[src/rtl/ct_idu_mat_pipe8_issue.sv]
// Issue-side launcher for matrix pipe8 (matrix ALU).
// Holds dispatched ALU instructions in an in-order queue and launches them into the
// RF-stage registers that feed EX1. The number of issued but uncompleted instructions
// is capped at MAX_OUTSTANDING and tracked through the EX1 completion bus.
// Optional: define MAT_PIPE8_IID_CHK_EN to add an in-order IID check on completions,
// reported on the sticky output idu_mat_pipe8_iid_err.
module ct_idu_mat_pipe8_issue #(
  parameter int unsigned DEPTH           = 4,
  parameter int unsigned MAX_OUTSTANDING = 2
) (
  input  logic        cpurst_b,
  input  logic        ctrl_clk,
  input  logic        rtu_yy_xx_flush,
  input  logic        dis_mat_pipe8_vld,
  input  logic [6:0]  dis_mat_pipe8_iid,
  input  logic [30:0] dis_mat_pipe8_meta,
  input  logic        dis_mat_pipe8_src0_vld,
  input  logic [63:0] dis_mat_pipe8_src0,
  output logic        idu_dis_mat_pipe8_rdy,
  output logic        idu_mat_rf_alu_sel,
  output logic        idu_mat_rf_alu_gateclk_sel,
  output logic [6:0]  idu_mat_rf_pipe8_iid,
  output logic [30:0] idu_mat_rf_pipe8_alu_meta,
  output logic        idu_mat_rf_pipe8_alu_src0_vld,
  output logic [63:0] idu_mat_rf_pipe8_alu_src0,
  input  logic        mat_alu_cbus_ex1_pipe8_sel,
  input  logic [6:0]  mat_alu_cbus_ex1_pipe8_iid,
  output logic        idu_mat_pipe8_idle
`ifdef MAT_PIPE8_IID_CHK_EN
  ,
  output logic        idu_mat_pipe8_iid_err
`endif
);

  localparam int unsigned AW = $clog2(DEPTH);
  localparam int unsigned PW = AW + 1;
  localparam int unsigned OW = $clog2(MAX_OUTSTANDING + 1);
  localparam int unsigned EW = 7 + 31 + 1 + 64;

  // Queue state: pointers carry one extra wrap bit to tell full from empty.
  logic [PW-1:0] wr_ptr_q, wr_ptr_d;
  logic [PW-1:0] rd_ptr_q, rd_ptr_d;
  logic [PW-1:0] count;
  logic [EW-1:0] mem_q [DEPTH];
  logic [EW-1:0] head;

  logic [OW-1:0] outst_q, outst_d;

  logic          full, empty, push, issue, cmpl, dec;

  // RF-stage launch registers.
  logic          alu_sel_q;
  logic [6:0]    rf_iid_q;
  logic [30:0]   rf_meta_q;
  logic          rf_src0_vld_q;
  logic [63:0]   rf_src0_q;

  assign count = wr_ptr_q - rd_ptr_q;
  assign full  = (count == PW'(DEPTH));
  assign empty = (wr_ptr_q == rd_ptr_q);

  // Flush suppresses every state-changing event in its cycle.
  assign push  = dis_mat_pipe8_vld && !full && !rtu_yy_xx_flush;
  assign issue = !empty && (outst_q < OW'(MAX_OUTSTANDING)) && !rtu_yy_xx_flush;
  assign cmpl  = mat_alu_cbus_ex1_pipe8_sel && !rtu_yy_xx_flush;
  // A completion with nothing outstanding is a protocol error; the counter saturates.
  assign dec   = cmpl && (outst_q != '0);

  assign head  = mem_q[rd_ptr_q[AW-1:0]];

  // Queue storage: data only, no reset needed.
  always_ff @(posedge ctrl_clk) begin
    if (push) begin
      mem_q[wr_ptr_q[AW-1:0]] <= {dis_mat_pipe8_iid, dis_mat_pipe8_meta,
                                  dis_mat_pipe8_src0_vld, dis_mat_pipe8_src0};
    end
  end

  // Next-state for queue pointers and the outstanding counter.
  always_comb begin
    wr_ptr_d = wr_ptr_q;
    rd_ptr_d = rd_ptr_q;
    outst_d  = outst_q;
    if (rtu_yy_xx_flush) begin
      wr_ptr_d = '0;
      rd_ptr_d = '0;
      outst_d  = '0;
    end else begin
      if (push) wr_ptr_d = wr_ptr_q + PW'(1);
      if (issue) rd_ptr_d = rd_ptr_q + PW'(1);
      unique case ({issue, dec})
        2'b10:   outst_d = outst_q + OW'(1);
        2'b01:   outst_d = outst_q - OW'(1);
        default: outst_d = outst_q;
      endcase
    end
  end

  // Control state register.
  always_ff @(posedge ctrl_clk or negedge cpurst_b) begin
    if (!cpurst_b) begin
      wr_ptr_q  <= '0;
      rd_ptr_q  <= '0;
      outst_q   <= '0;
      alu_sel_q <= 1'b0;
    end else begin
      wr_ptr_q  <= wr_ptr_d;
      rd_ptr_q  <= rd_ptr_d;
      outst_q   <= outst_d;
      alu_sel_q <= issue;
    end
  end

  // RF data registers: loaded only on issue, otherwise hold (flush does not clear them).
  always_ff @(posedge ctrl_clk or negedge cpurst_b) begin
    if (!cpurst_b) begin
      rf_iid_q      <= '0;
      rf_meta_q     <= '0;
      rf_src0_vld_q <= 1'b0;
      rf_src0_q     <= '0;
    end else if (issue) begin
      {rf_iid_q, rf_meta_q, rf_src0_vld_q, rf_src0_q} <= head;
    end
  end

  assign idu_dis_mat_pipe8_rdy         = !full;
  assign idu_mat_rf_alu_sel            = alu_sel_q;
  assign idu_mat_rf_alu_gateclk_sel    = alu_sel_q;
  assign idu_mat_rf_pipe8_iid          = rf_iid_q;
  assign idu_mat_rf_pipe8_alu_meta     = rf_meta_q;
  assign idu_mat_rf_pipe8_alu_src0_vld = rf_src0_vld_q;
  assign idu_mat_rf_pipe8_alu_src0     = rf_src0_q;
  assign idu_mat_pipe8_idle            = empty && !alu_sel_q && (outst_q == '0);

`ifdef MAT_PIPE8_IID_CHK_EN
  localparam int unsigned FW = (MAX_OUTSTANDING > 1) ? $clog2(MAX_OUTSTANDING) : 1;

  // FIFO occupancy always equals outst_q, so only the head index is stored.
  logic [6:0]    iid_fifo_q [MAX_OUTSTANDING];
  logic [FW-1:0] fifo_hd_q, fifo_hd_d, fifo_wr_idx;
  logic          iid_err_q, iid_err_d;
  int unsigned   wr_sum;

  // Tail index and head advance, both modulo MAX_OUTSTANDING.
  always_comb begin
    wr_sum = 32'(fifo_hd_q) + 32'(outst_q);
    if (wr_sum >= MAX_OUTSTANDING) wr_sum = wr_sum - MAX_OUTSTANDING;
    fifo_wr_idx = FW'(wr_sum);
    fifo_hd_d   = fifo_hd_q;
    iid_err_d   = iid_err_q;
    if (rtu_yy_xx_flush) begin
      fifo_hd_d = '0;
    end else if (cmpl) begin
      if (outst_q == '0) begin
        iid_err_d = 1'b1;
      end else begin
        if (iid_fifo_q[fifo_hd_q] != mat_alu_cbus_ex1_pipe8_iid) iid_err_d = 1'b1;
        fifo_hd_d = (32'(fifo_hd_q) == MAX_OUTSTANDING - 1) ? '0 : fifo_hd_q + FW'(1);
      end
    end
  end

  // IID FIFO storage.
  always_ff @(posedge ctrl_clk) begin
    if (issue) iid_fifo_q[fifo_wr_idx] <= head[EW-1 -: 7];
  end

  // Head pointer and sticky error flag (only reset clears the flag).
  always_ff @(posedge ctrl_clk or negedge cpurst_b) begin
    if (!cpurst_b) begin
      fifo_hd_q <= '0;
      iid_err_q <= 1'b0;
    end else begin
      fifo_hd_q <= fifo_hd_d;
      iid_err_q <= iid_err_d;
    end
  end

  assign idu_mat_pipe8_iid_err = iid_err_q;
`else
  // Completion IID is only consumed by the optional checker.
  logic unused_cbus_iid;
  assign unused_cbus_iid = ^mat_alu_cbus_ex1_pipe8_iid;
`endif

endmodule

[config.mk]
export PLATFORM = sky130hd
export DESIGN_NAME = ct_idu_mat_pipe8_issue
export DESIGN_NICKNAME = d
export VERILOG_FILES = /design/src/rtl/ct_idu_mat_pipe8_issue.sv
export SDC_FILE = /design/constraint.sdc
export NUM_CORES = 1
export LEC_CHECK = 0
export BUFFER_PORTS_ARGS = -buffer_cell sky130_fd_sc_hd__clkbuf_2
export CELL_PAD_IN_SITES_DETAIL_PLACEMENT = 1
export CELL_PAD_IN_SITES_GLOBAL_PLACEMENT = 1
export CORE_MARGIN = 2
export CORE_UTILIZATION = 35
export DETAILED_ROUTE_END_ITERATION = 6
export PLACE_DENSITY = 0.54
export SETUP_SLACK_MARGIN = 0.5
export SLEW_MARGIN = 5
export SYNTH_ARGS = -nofsm -noshare
export SYNTH_HDL_FRONTEND = slang
export SYNTH_SLANG_ARGS = --single-unit
[constraint.sdc]
create_clock -name ctrl_clk -period 11.35 [get_ports ctrl_clk]
set_input_delay 1.135 -clock ctrl_clk [delete_from_list [all_inputs] [get_ports ctrl_clk]]
set_output_delay 1.135 -clock ctrl_clk [all_outputs]
set_load 0.01 [all_outputs]
# --- Word level (Yosys, flattened, before mapping) ---
# Memories as Yosys holds them, arrays and structs flattened. A register that Yosys moved wholly into a read port is not among the register bits.
# Cells that the tools add are included.
classes:
  addsub: 5
  n_lt_le_gt_ge: 1
  eq_ne: 4
  muxes: 8
  reduce_logical: 18
op_table:
  columns: ["cell", "count"]
  rows:
  - ["3-bit two-way mux", 4]
  - ["1-bit logical AND", 8]
  - ["3-bit by 1-bit adder with 3-bit output (second input constant)", 2]
  - ["2-bit nonzero test", 3]
  - ["1-bit zero test", 5]
  - ["2-bit one-hot mux with 2 select lines", 1]
  - ["3-bit == test", 1]
  - ["3-bit == test (second input constant)", 1]
  - ["3-bit nonzero test", 1]
  - ["3-bit subtractor", 1]
  - ["2-bit by 1-bit adder with 2-bit output (second input constant)", 1]
  - ["2-bit by 1-bit == test with 1-bit output (second input constant)", 1]
  - ["2-bit == test (second input constant)", 1]
  - ["2-bit zero test", 1]
  - ["2-bit less-than comparator (second input constant)", 1]
  - ["1-bit two-way mux", 2]
  - ["2-bit two-way mux", 1]
  - ["2-bit by 1-bit subtractor with 2-bit output (second input constant)", 1]
word_totals:
  regBits: 9
  ramBits: 412
  word_cells: 41
  mem_count: 1
memory_table:
  columns: ["name", "depth", "word_bits", "rd", "rd_clocked_by_memory_dff", "write_ports", "line", "source"]
  rows:
  - ["mem_q", 4, 103, 1, 1, 1, "44", "logic [EW-1:0] mem_q [DEPTH];"]

# --- Longest topological paths before layout ---
# Gate-level depths: netlist (run 1).
depth:
  ltp_word: 7
  depth_mapped: 11

# --- Worst setup path after synthesis (run 1) ---
# No wires, ideal clock.
synth_path:
  path_type: "register to register"
  startpoint: "register rd_ptr_q[1]"
  endpoint: "memory mem_q[0][0] (netlist name), enable pin"
  setup_ns: 0.474
  arrival_ns: 4.332
  path_slack_ns: 6.544
  path_stages_with_launch: 10
  path_buffers: 3
  cell_sequence: "dfrtp_1 clkbuf_1 buf_2 buf_1 inv_1 ha_1 nor2b_1 xnor2_1 a311oi_1 and2_1"
synth_via:
  elab_chain_len: 7
synth_rtl:
  columns: ["element", "line", "source"]
  rows:
  - ["start: declaration", "42", "logic [PW-1:0] rd_ptr_q, rd_ptr_d;"]
  - ["start signal: assignment", "108", "rd_ptr_q <= rd_ptr_d;"]
  - ["3-bit subtractor", "58", "assign count = wr_ptr_q - rd_ptr_q;"]
  - ["3-bit == test", "59", "assign full = (count == PW'(DEPTH));"]
  - ["1-bit zero test", "63", "assign push = dis_mat_pipe8_vld && !full && !rtu_yy_xx_flush;"]
  - ["1-bit logical AND (2 in a row)", "63", null]
  - ["1-bit two-way mux", "73", "if (push) begin"]
  - ["1-bit two-way mux (implied by the code)", "74", "mem_q[wr_ptr_q[AW-1:0]] <= {dis_mat_pipe8_iid, dis_mat_pipe8_meta,"]
  - ["end: declaration", "44", null]
# No other way between the ends.

# --- Worst setup path after layout (run 1) ---
layout_path:
  startpoint: "register rd_ptr_q[0]"
  endpoint: "memory mem_q[2][55] (netlist name), enable pin"
# The elaborated chain is that of the path after synthesis.

==> reports/qor.yml, run 1 <==
outcome:
  status: "finished, final reports clean"
pwr:
  fin_total_pwr_uw: 5602
  peakVddDrop_mv: 0.1343
  p_leak_uw: 0.008205
  pwr_density_cell_nw_per_um2: 242.5
hold_path:
  hold_depth: 1
  holdPathEnd: "idu_mat_rf_pipe8_iid[3]$_DFFE_PN0P_"
  holdCritPathClass: "reg2reg"
  hold_start: "idu_mat_rf_pipe8_iid[3]$_DFFE_PN0P_"
placed_design:
  dp_hpwl_mm: 22.68
  dp_slack_ns: 7.020
  gp_congestion: 0.6579
  io_buffers: 214
  dp_cells: 1757
  dpl_cell_area_sq_um: 21380
flow_run:
  maxCapViolCount: 0
floorplan:
  fp.dieH_um: 240.4
  rows: 86
  io_pins: 222
  core-area_sq_um: 55200
  dieArea_sq_um: 57810
  die_w_um: 240.4
  initial_core_util_pct: 35.45
synth:
  synth_nets: 944
  synth-xor-area-share_pct: 0.1727
  synthTopCellsByArea: "edfxtp_1 63%, dfrtp_1 14%, mux4_2 12%"
  netlist_area_sq_um: 19570
  synthSimpleGateAreaFrac_pct: 0.5883
  synth_top_cell_by_area: "edfxtp_1"
  avgSynthCellArea_sq_um: 23.80
  synth-seq-area-share_pct: 77.55
  ys_ff_latch: 524
  synth_fa_ha_area_share_pct: 0.4476
  ys_warn_count: 0
  synthMuxAreaShare_pct: 19.13
  synth_top_family_by_area: "multiplexers"
  syn_inst: 822
  synth_compound_area_share_pct: 0.4668
  synth_top_area_share_pct: 63.23
  yosysUniqueCellTypes: 32
worst_setup_path:
  reg2reg_to: "mem_q[2][55]$_DFFE_PP_"
  critical_path.max_fanout: 57
  critical_path_class: "reg2reg"
  critPathArrivalTime_ns: 4.34
  r2r_slack_ns: 7.23
  start_kind: "flop"
  end_kind: "flop"
  worstPathRequired_ns: 11.57
  r2r_start: "rd_ptr_q[0]$_DFFE_PN0P_"
  reg2reg_depth: 6
drt:
  vias_per_cell: 4.775
  first_pass_iters: 4
  ant_nets: 0
  wirelength_mm: 41.63
  drc_errors: 0
  drt-initial-drc-count: 370
  post_drt_wl_per_cell_um: 22.38
  vias: 8882
finish:
  n_antenna_cell: 0
  final_cell_mix: "412 x edfxtp_1, 213 x clkbuf_2, 110 x dfrtp_1, 103 x mux4_2, 59 x mux2_4"
  areaGrowthSynthToFinish_pct: 18.08
  nets: 1190
  final_area_sq_um: 23100
  n_fill_cell: 5213
  drive_above_1_share_pct: 46.94
  layout_commonest_cell: "edfxtp_1"
  layoutNonFillerInstCount: 1860
timing:
  fmax_mhz: 242.8
  rsz0062_at_grt: "false"
  finalSetupTns_ns: 0
  slew_viol_final: 0
  tightest_slew_ns: 1.023
  fin_crit_sh_pct: 36.29
  finalSetupViolCount: 0
  skew_ns: 0.01777
  timing.final.ws_setup_ns: 7.231
  hold_violations: 0
  fin_crit_ns: 4.119
  max_slew_margin_pct: 31.81
global_routing:
  grt_pass1_wl_mm: 62.33
  first_global_vias: 9739
  antenna_found_initial: 7
  grt_overflow: 0
  grt_max_degree: 64
  grt_usage_pct: 14.69
clocking:
  htree_levels: 2
  clk_latency_ns: 0.60
  hold_buffers: 0
  cts_buffer_depth: 3
  cts_made_buffers: 57
  cts_tree: "built"
  cts_setup_buffers: 0
  clkTransAtPathRegs_ns: 0.06
  cts.sink_count: 524
  cts_resized: 0
  root_buffer: "clkbuf_16"
[metrics by stage]
stage | hold slack (ns) | utilization [%]
after detailed placement | 0.4944 | 38.74
after CTS | 0.5124 | 41.86
final | 0.5039 | 41.86
after global routing | 0.5213 | 41.86
after global placement | 0.4896 | 38.74
after floorplan | 0.5511 | -
[synthesized netlist by cell type]
cell	number
edfxtp_1	412
dfrtp_1	112
mux4_2	103
mux2_4	59
mux2_2	46
buf_2	12
clkbuf_1	12
nor2_1	8
buf_12	7
ha_1	7
inv_1	6
buf_4	5
and2_1	4
a21oi_1	3
o21ai_0	3
a31oi_1	2
mux2i_1	2
nand2b_1	2
nand3_1	2
nor2b_1	2
xnor2_1	2
a311o_1	1
a311oi_1	1
a31o_2	1
a31oi_4	1
and2b_1	1
buf_1	1
buf_6	1
nand2_1	1
nor4_1	1
or2b_1	1
xnor2_2	1
[logic make-up (layout without fill, tap and decap cells)]
kind of cell | count (synthesis) | in the layout
buffers and inverters | 44 | 334
flip-flops | 524 | 524
adder cells (fa/ha/maj) | 7 | 7
multiplexers | 210 | 210
AND/OR/NAND/NOR | 22 | 22
XOR/XNOR | 3 | 3
AO/OA/AOI/OAI | 12 | 12
[critical path: stages, from the launching register on]
cell	delay [ns]
dfrtp_4	0.87
ha_1	0.27
nor2b_1	0.16
xnor2_1	0.14
a311oi_1	0.56
and2_4	0.80
buf_4	0.88
[registers in the layout, indices dropped and copies added (netlist names)]
name,cells
idu_mat_rf_pipe8_alu_src0,64
rd_ptr_q,3
outst_q,2
wr_ptr_q,3
idu_mat_rf_pipe8_alu_src0_vld,1
idu_mat_rf_alu_gateclk_sel,1
idu_mat_rf_pipe8_iid,7
idu_mat_rf_pipe8_alu_meta,31
mem_q,412
[power by group]
group	internal [uW]	switching [uW]
logic	715	621
clock network	977	733
registers	2390	171
[layout make-up]
cell class	instances	area (sq um)	area share [%]
repair buffers	225	1160	5.020
inverters	6	22.52	0.09748
clock inverters	26	167.7	0.7257
clock buffers	77	1553	6.720
flip-flops and latches	524	15180	65.71
multi-input cells	254	4084	17.68
well taps	748	935.9	4.051
[how the worst max path moves through the flow]
stage | startpoint | to
after floorplan | rd_ptr_q[1]$_DFFE_PN0P_ | mem_q[0][0]$_DFFE_PP_
after global placement | rd_ptr_q[0]$_DFFE_PN0P_ | mem_q[0][84]$_DFFE_PP_
after detailed placement | rd_ptr_q[0]$_DFFE_PN0P_ | mem_q[0][12]$_DFFE_PP_
after CTS | rd_ptr_q[0]$_DFFE_PN0P_ | mem_q[0][85]$_DFFE_PP_
after global routing | rd_ptr_q[0]$_DFFE_PN0P_ | mem_q[0][57]$_DFFE_PP_
final | rd_ptr_q[0]$_DFFE_PN0P_ | mem_q[2][55]$_DFFE_PP_
[per-layer routing]
metal,track usage [%],up-vias,part of all wire [%]
met5,0,-,0.22
met3,4.788,81,7.2
met4,4.724,14,2.4
met2,24.16,195,49
li1,-,3862,-
met1,18.38,4730,41
Note: power is estimated with default switching activity, not from simulation.
==> run 2, diff against run 1 <==
==> constraint.sdc (replaced) <==
create_clock -name ctrl_clk -period 3.8 [get_ports ctrl_clk]
set_input_delay 0.38 -clock ctrl_clk [delete_from_list [all_inputs] [get_ports ctrl_clk]]
set_output_delay 0.38 -clock ctrl_clk [all_outputs]
set_load 0.01 [all_outputs]
==> reports/qor.yml, run 2 (same netlist as run 1, synthesis figures left out) <==
outcome:
  status: "finished, final reports clean"
global_routing:
  grt_pass1_wl_mm: 64.38  # +3.3%
  first_global_vias: 10501  # +7.8%
  grt_overflow: 0  # unchanged
  antenna_found_initial: 4  # -3
  grt_max_degree: 106  # +66%
  grt_usage_pct: 14.85  # +0.16 points
timing:
  fin_crit_ns: 2.793  # -1.326 ns
  slew_viol_final: 0  # unchanged
  skew_ns: 0.03073  # +0.01296 ns
  hold_violations: 0  # unchanged
  fin_crit_sh_pct: 73.50  # +37 points
  finalSetupViolCount: 0  # unchanged
  rsz0062_at_grt: "false"
  tightest_slew_ns: 1.015  # -0.007904 ns
  max_slew_margin_pct: 32.34  # +0.53 points
  fmax_mhz: 358.0  # +47%
  finalSetupTns_ns: 0  # unchanged
placed_design:
  io_buffers: 214  # unchanged
  dp_cells: 1761  # +0.23%
  gp_congestion: 0.6759  # +2.7%
  dp_hpwl_mm: 22.53  # -0.68%
floorplan:
  initial_core_util_pct: 35.45  # unchanged
  core-area_sq_um: 55200  # unchanged
  io_pins: 222  # unchanged
  dieArea_sq_um: 57810  # unchanged
  fp.dieH_um: 240.4  # unchanged
  die_w_um: 240.4  # unchanged
  rows: 86  # unchanged
finish:
  nets: 1291  # +8.5%
  areaGrowthSynthToFinish_pct: 24.10
  layout_commonest_cell: "edfxtp_1"
  drive_above_1_share_pct: 43.13  # -3.8 points
  layoutNonFillerInstCount: 1966  # +5.7%
  largest_register_ffs: 412  # unchanged
  n_fill_cell: 5195  # -0.35%
  final_cell_mix: "412 x edfxtp_1, 213 x clkbuf_2, 110 x dfrtp_1, 103 x mux4_2, 99 x dlygate4sd3_1"
clocking:
  cts_buffer_depth: 3  # unchanged
  cts_tree: "built"
  htree_levels: 2  # unchanged
  cts_made_buffers: 55  # -3.5%
  cts.sink_count: 524  # unchanged
  clkTransAtPathRegs_ns: 0.06  # about the same
  cts_setup_buffers: 0  # unchanged
  clk_latency_ns: 0.61  # about the same
  cts_resized: 0  # unchanged
  hold_buffers: 99  # +99
  root_buffer: "clkbuf_16"
drt:
  wirelength_mm: 41.80  # +0.42%
  vias: 9204  # +3.6%
  ant_nets: 0  # unchanged
  first_pass_iters: 4  # unchanged
  drt-initial-drc-count: 372  # +0.54%
  post_drt_wl_per_cell_um: 21.26  # -5.0%
  vias_per_cell: 4.682  # -2.0%
  drc_errors: 0  # unchanged
pwr:
  p_leak_uw: 0.008674  # +5.7%
  pwr_density_cell_nw_per_um2: 697.7  # +190%
  peakVddDrop_mv: 0.4618  # +240%
flow_run:
  maxCapViolCount: 0  # unchanged
worst_setup_path:
  end_kind: "flop"
  path_cells: "inv_1, ha_1, nor2b_1, xnor2_1, a311oi_1, and2_4, buf_12"
  critical_path.max_fanout: 45  # -21%
  crit_path_max_incr_delay_ns: 0.55  # -0.33 ns
  cp-startpoint: "wr_ptr_q[0]$_DFFE_PN0P_"
  start_kind: "flop"
  slowest_stage: "a311oi_1"
  critical_path_class: "reg2reg"
  critPathArrivalTime_ns: 3.05  # -1.29 ns
  worstPathRequired_ns: 4.06  # -7.51 ns
  r2r_start: "wr_ptr_q[0]$_DFFE_PN0P_"
hold_path:
  holdCritPathClass: "in2reg"
  hold_start: "dis_mat_pipe8_src0[62]"
[run 2: cell count changes in the layout (fill, tap and decap cells not counted)]
cell / change
dlygate4sd3_1: +99
diode_2: +3
buf_4: -7
clkinv_1: -6
clkbuf_16: -2
buf_12: +11
clkbuf_1: +8
inv_6: -1
bufinv_16: +1
clkinv_4: -1
clkinv_2: -3
clkbuf_8: +4
[run 2: cell type report]
cell class                      count  area, sq um  share of cell area [%]
Antenna cell                        3        7.507                 0.03092
Clock buffer                       87         1588                   6.539
Clock inverter                     16        142.6                  0.5874
Inverter                            6        22.52                 0.09275
Multi-Input combinational cell    254         4084                   16.82
Sequential cell                   524        15180                   62.53
Tap cell                          748        935.9                   3.854
Timing Repair Buffer              328         2318                   9.549
[run 2: per-stage QoR]
stage | hold WS, ns | cell area (sq um) | util (%) | setup slack [ns] | total power (uW)
global route | 0.01536 | 24280 | 43.99 | 0.7731 | 17860
finish | 0.03548 | 24280 | 43.99 | 1.007 | 16940
CTS | 0.001274 | 24270 | 43.97 | 0.8957 | 17290
detailed placement | 0.4945 | 21550 | 39.04 | 0.9254 | 11950
floorplan | 0.08441 | 19570 | - | 0.1228 | 10530
global placement | 0.4889 | 21550 | 39.04 | 0.9032 | 11880
[run 2: critical path: cells and delay by family (launching register included)]
family          cells  cell delay, ns
simple gates        2            0.63
compound gates      1            0.55
buf+inv             2            0.44
flops               1            0.40
fa+ha+maj           1            0.21
xor+xnor            1            0.18
[run 2: report_power, final]
| part | leakage (uW) | switching, uW | internal, uW | total, uW |
|---|---|---|---|---|
| combinational | 0.00276 | 1980 | 2260 | 4240 |
| clock | 0.000851 | 2170 | 2990 | 5170 |
| sequential | 0.00506 | 417 | 7120 | 7540 |
| total | 0.00867 | 4570 | 12400 | 16900 |
[run 2: path summary, 6_finish.rpt]
path | to | slack (ns) | cells after the start
worst min register to register | idu_mat_rf_pipe8_alu_meta[10]$_DFFE_PN0P_ | 0.51 | 1
worst max-delay path | mem_q[3][0]$_DFFE_PP_ | 1.01 | 7
worst max register to register | mem_q[3][0]$_DFFE_PP_ | 1.01 | 7
worst min-delay path | mem_q[1][62]$_DFFE_PP_ | 0.04 | 1
max in group asynchronous | idu_mat_rf_pipe8_alu_src0[12]$_DFFE_PN0P_ | 2.57 | 3
min in group asynchronous | outst_q[0]$_DFFE_PN0P_ | 0.43 | 2
[run 2: layer usage]
metal  up-vias  GRT usage [%]  share of wire, %
li1       4063              -                 -
met1      4901          19.01                43
met2       177          24.76                49
met3        61          4.202               6.0
met4         2          4.009               1.9
met5         -              0             0.031
==> run 3, diff against run 2 <==
--- a/config.mk
+++ b/config.mk
@@ -5,13 +5,14 @@
 export SDC_FILE = /design/constraint.sdc
 export NUM_CORES = 1
 export LEC_CHECK = 0
+export ABC_AREA = 1
 export BUFFER_PORTS_ARGS = -buffer_cell sky130_fd_sc_hd__clkbuf_2
 export CELL_PAD_IN_SITES_DETAIL_PLACEMENT = 1
 export CELL_PAD_IN_SITES_GLOBAL_PLACEMENT = 1
 export CORE_MARGIN = 2
 export CORE_UTILIZATION = 35
 export DETAILED_ROUTE_END_ITERATION = 6
-export PLACE_DENSITY = 0.54
+export PLACE_DENSITY = 0.57
 export SETUP_SLACK_MARGIN = 0.5
 export SLEW_MARGIN = 5
 export SYNTH_ARGS = -nofsm -noshare
==> constraint.sdc (replaced) <==
create_clock -name ctrl_clk -period 2.7 [get_ports ctrl_clk]
set_input_delay 0.27 -clock ctrl_clk [delete_from_list [all_inputs] [get_ports ctrl_clk]]
set_output_delay 0.27 -clock ctrl_clk [all_outputs]
set_load 0.01 [all_outputs]
==> reports/qor.yml, run 3 <==
clocking:
  clkTransAtPathRegs_ns: 0.06  # about the same
  htree_levels: 2  # unchanged
  cts_tree: "built"
  cts.sink_count: 524  # unchanged
  clk_latency_ns: 0.59  # -0.02 ns
  cts_buffer_depth: 3  # unchanged
  cts_made_buffers: 56  # +1.8%
  root_buffer: "clkbuf_16"
synth:
  synth_compound_area_share_pct: 11.16  # +11 points
  synth_top_family_by_area: "compound AO/OA/AOI/OAI gates"
  avgSynthCellArea_sq_um: 13.02  # -45%
  synth-seq-area-share_pct: 76.11  # -1.4 points
  synth-xor-area-share_pct: 0.04393  # -0.13 points
  ys_ff_latch: 524  # unchanged
  ys_warn_count: 0  # unchanged
  synth_top_cells_by_count: "412 x edfxtp_1, 259 x o21ai_0, 226 x nand2_1"
  ys_async_sr_fraction_pct: 21.37  # unchanged
  synth_top_area_share_pct: 62.06  # -1.2 points
  syn_inst: 1531  # +86%
  synthSimpleGateAreaFrac_pct: 9.012  # +8.4 points
  netlist_area_sq_um: 19940  # +1.9%
  ys.flop_type: "edfxtp_1"
  synth_top_cell_by_area: "edfxtp_1"
  yosysUniqueCellTypes: 26  # -19%
  synth_most_common_cell: "edfxtp_1"
  synthMuxAreaShare_pct: 0  # -19 points
  synth_fa_ha_area_share_pct: 0.4393  # -0.0083 points
  synth_edf_count: 412  # unchanged
  synth_nets: 1653  # +75%
  synthTopCellsByArea: "edfxtp_1 62%, dfrtp_1 14%, o21ai_0 6.5%"
global_routing:
  antenna_found_initial: 4  # unchanged
  grt_usage_pct: 18.37  # +3.5 points
  grt_pass1_wl_mm: 84.15  # +31%
  grt_overflow: 0  # unchanged
  grt_max_degree: 208  # +96%
  first_global_vias: 14007  # +33%
floorplan:
  initial_core_util_pct: 35.36  # -0.089 points
  fp.dieH_um: 242.7  # +0.93%
  die_w_um: 242.7  # +0.93%
  rows: 87  # +1.2%
  core-area_sq_um: 56390  # +2.1%
  dieArea_sq_um: 58890  # +1.9%
  io_pins: 222  # unchanged
timing:
  hold_violations: 0  # unchanged
  rsz0062_at_grt: "true"
  max_slew_margin_pct: 58.24  # +26 points
  timing.final.ws_setup_ns: 0.4744  # -0.5325 ns
  finalSetupViolCount: 0  # unchanged
  fin_crit_sh_pct: 82.43
  fmax_mhz: 449.3
  whs_ns: 0.08503  # +0.04955 ns
  fin_crit_ns: 2.226
  slew_viol_final: 0  # unchanged
  finalSetupTns_ns: 0  # unchanged
  tightest_slew_ns: 0.6264  # -0.3886 ns
  skew_ns: 0.008589  # -0.02214 ns
drt:
  post_drt_wl_per_cell_um: 21.44  # +0.84%
  drc_errors: 0  # unchanged
  first_pass_iters: 5  # +1
  drt-initial-drc-count: 715  # +92%
  vias: 13336  # +45%
  ant_nets: 0  # unchanged
  wirelength_mm: 57.17  # +37%
  vias_per_cell: 5.002  # +6.8%
finish:
  final_cell_mix: "412 x edfxtp_1, 259 x o21ai_0, 224 x nand2_1, 210 x clkbuf_2, 209 x nor2_1"
  n_fill_cell: 5935  # +14%
  drive_above_1_share_pct: 19.67  # -23 points
  largest_register_ffs: 412  # unchanged
  nets: 1982  # +54%
  final_area_sq_um: 25500  # +5.0%
  layout_commonest_cell: "edfxtp_1"
  areaGrowthSynthToFinish_pct: 27.89
hold_path:
  holdCritPathClass: "in2reg"
  holdPathEnd: "outst_q[1]$_DFFE_PN0P_"
  hold_depth: 4  # +3
  hold_start: "rtu_yy_xx_flush"
worst_setup_path:
  worstPathRequired_ns: 2.43  # -1.63 ns
  critical_path.max_fanout: 3  # -93%
  critPathArrivalTime_ns: 1.96  # -1.09 ns
  end_kind: "output port"
  r2r_slack_ns: 0.56  # -0.45 ns
  reg2reg_depth: 10  # +3
  start_kind: "flop"
  critical_path_class: "reg2out"
  reg2reg_to: "mem_q[2][13]$_DFFE_PP_"
  r2r_start: "rd_ptr_q[0]$_DFFE_PN0P_"
placed_design:
  gp_congestion: 0.6881  # +1.8%
  dp_hpwl_mm: 28.01  # +24%
  dp_slack_ns: 0.3237  # -0.6017 ns
  dpl_cell_area_sq_um: 21850  # +1.4%
  io_buffers: 214  # unchanged
pwr:
  p_leak_uw: 0.009673  # +12%
  peakVddDrop_mv: 0.5422  # +17%
  pwr_density_cell_nw_per_um2: 1048  # +50%
outcome:
  status: "finished, final reports clean"
flow_run:
  maxCapViolCount: 0  # unchanged
## run 3: cell count changes in the layout (fill, tap and decap cells not counted), moves of 8 or more
cell / before / now
mux4_2: 103 / 0
inv_1: 6 / 14
o21ai_1: 0 / 55
clkbuf_16: 56 / 67
o22ai_1: 0 / 103
buf_16: 0 / 11
nor2_1: 8 / 209
o21ai_0: 3 / 259
buf_4: 4 / 16
mux2_2: 46 / 0
mux2_4: 59 / 0
nand2_1: 1 / 224
## run 3: stage by stage
step / total power, uW / utilization, % / cells
3_3_place_gp: 18060 / 38.76 / 2422
5_1_grt: 28300 / 45.22 / 2666
4_1_cts: 26570 / 44.40 / 2639
2_1_floorplan: 15410 / - / 1531
6_report: 26730 / 45.22 / 2666
3_5_place_dp: 18210 / 38.76 / 2422
## run 3: logic make-up (layout without fill, tap and decap cells)
group / after synthesis / in the layout
flip-flops: 524 / 524
AND/OR/NAND/NOR: 459 / 459
AO/OA/AOI/OAI: 419 / 419
buffers and inverters: 121 / 496
adder cells (fa/ha/maj): 7 / 7
XOR/XNOR: 1 / 1
other: 0 / 4
## run 3: area by class of cell
class	instances	area [sq um]	share of cell area [%]
clock inverters	18	266.5	1.045
flip-flops and latches	524	15180	59.55
multi-input cells	886	4208	16.50
diodes	4	10.01	0.03926
inverters	19	78.83	0.3092
repair buffers	373	3149	12.35
well taps	756	945.9	3.710
clock buffers	86	1655	6.492
## run 3: per-layer routing
layer	wire, um	vias to the layer above	track usage (%)
met5	0	-	0
met4	856	0	4.782
li1	-	6187	-
met2	27930	275	31.27
met3	2437	59	3.151
met1	25940	6815	24.37
## run 3: critical path: stages, from the launching register on
cell	delay, ns
dfrtp_4	0.51
ha_4	0.27
nand2_2	0.04
inv_2	0.08
nand3_4	0.08
nor3_4	0.19
buf_2	0.17
## run 3: worst max-delay path by stage
| stage | start | to | slack (ns) | cells after the start |
|---|---|---|---|---|
| after global routing | rd_ptr_q[0]$_DFFE_PN0P_ | idu_mat_pipe8_idle | 0.40 | 6 |
| after detailed placement | rd_ptr_q[1]$_DFFE_PN0P_ | idu_mat_rf_pipe8_alu_meta[28]$_DFFE_PN0P_ | 0.32 | 6 |
| after CTS | rd_ptr_q[0]$_DFFE_PN0P_ | idu_mat_pipe8_idle | 0.33 | 6 |
| final | rd_ptr_q[0]$_DFFE_PN0P_ | idu_mat_pipe8_idle | 0.47 | 6 |
| after global placement | rd_ptr_q[1]$_DFFE_PN0P_ | rd_ptr_q[2]$_DFFE_PN0P_ | 0.28 | 6 |
| after floorplan | rd_ptr_q[1]$_DFFE_PN0P_ | mem_q[0][0]$_DFFE_PP_ | -0.73 | 10 |
## run 3: power by group
part	switching [uW]	internal (uW)	leakage (uW)
sequential	606	10300	0.00512
combinational	5220	2680	0.00362
clock	3090	4860	0.000928
## run 3: timing repair
action / 4_1_cts / 5_1_grt
hold buffers: 105 / 0
setup buffers: 3 / 13
cloned: 5 / 10
gates resized for setup: 12 / 18
setup endpoints to repair: 320 / 493
pin swaps: 4 / 9
hold endpoints to repair: 457 / 0
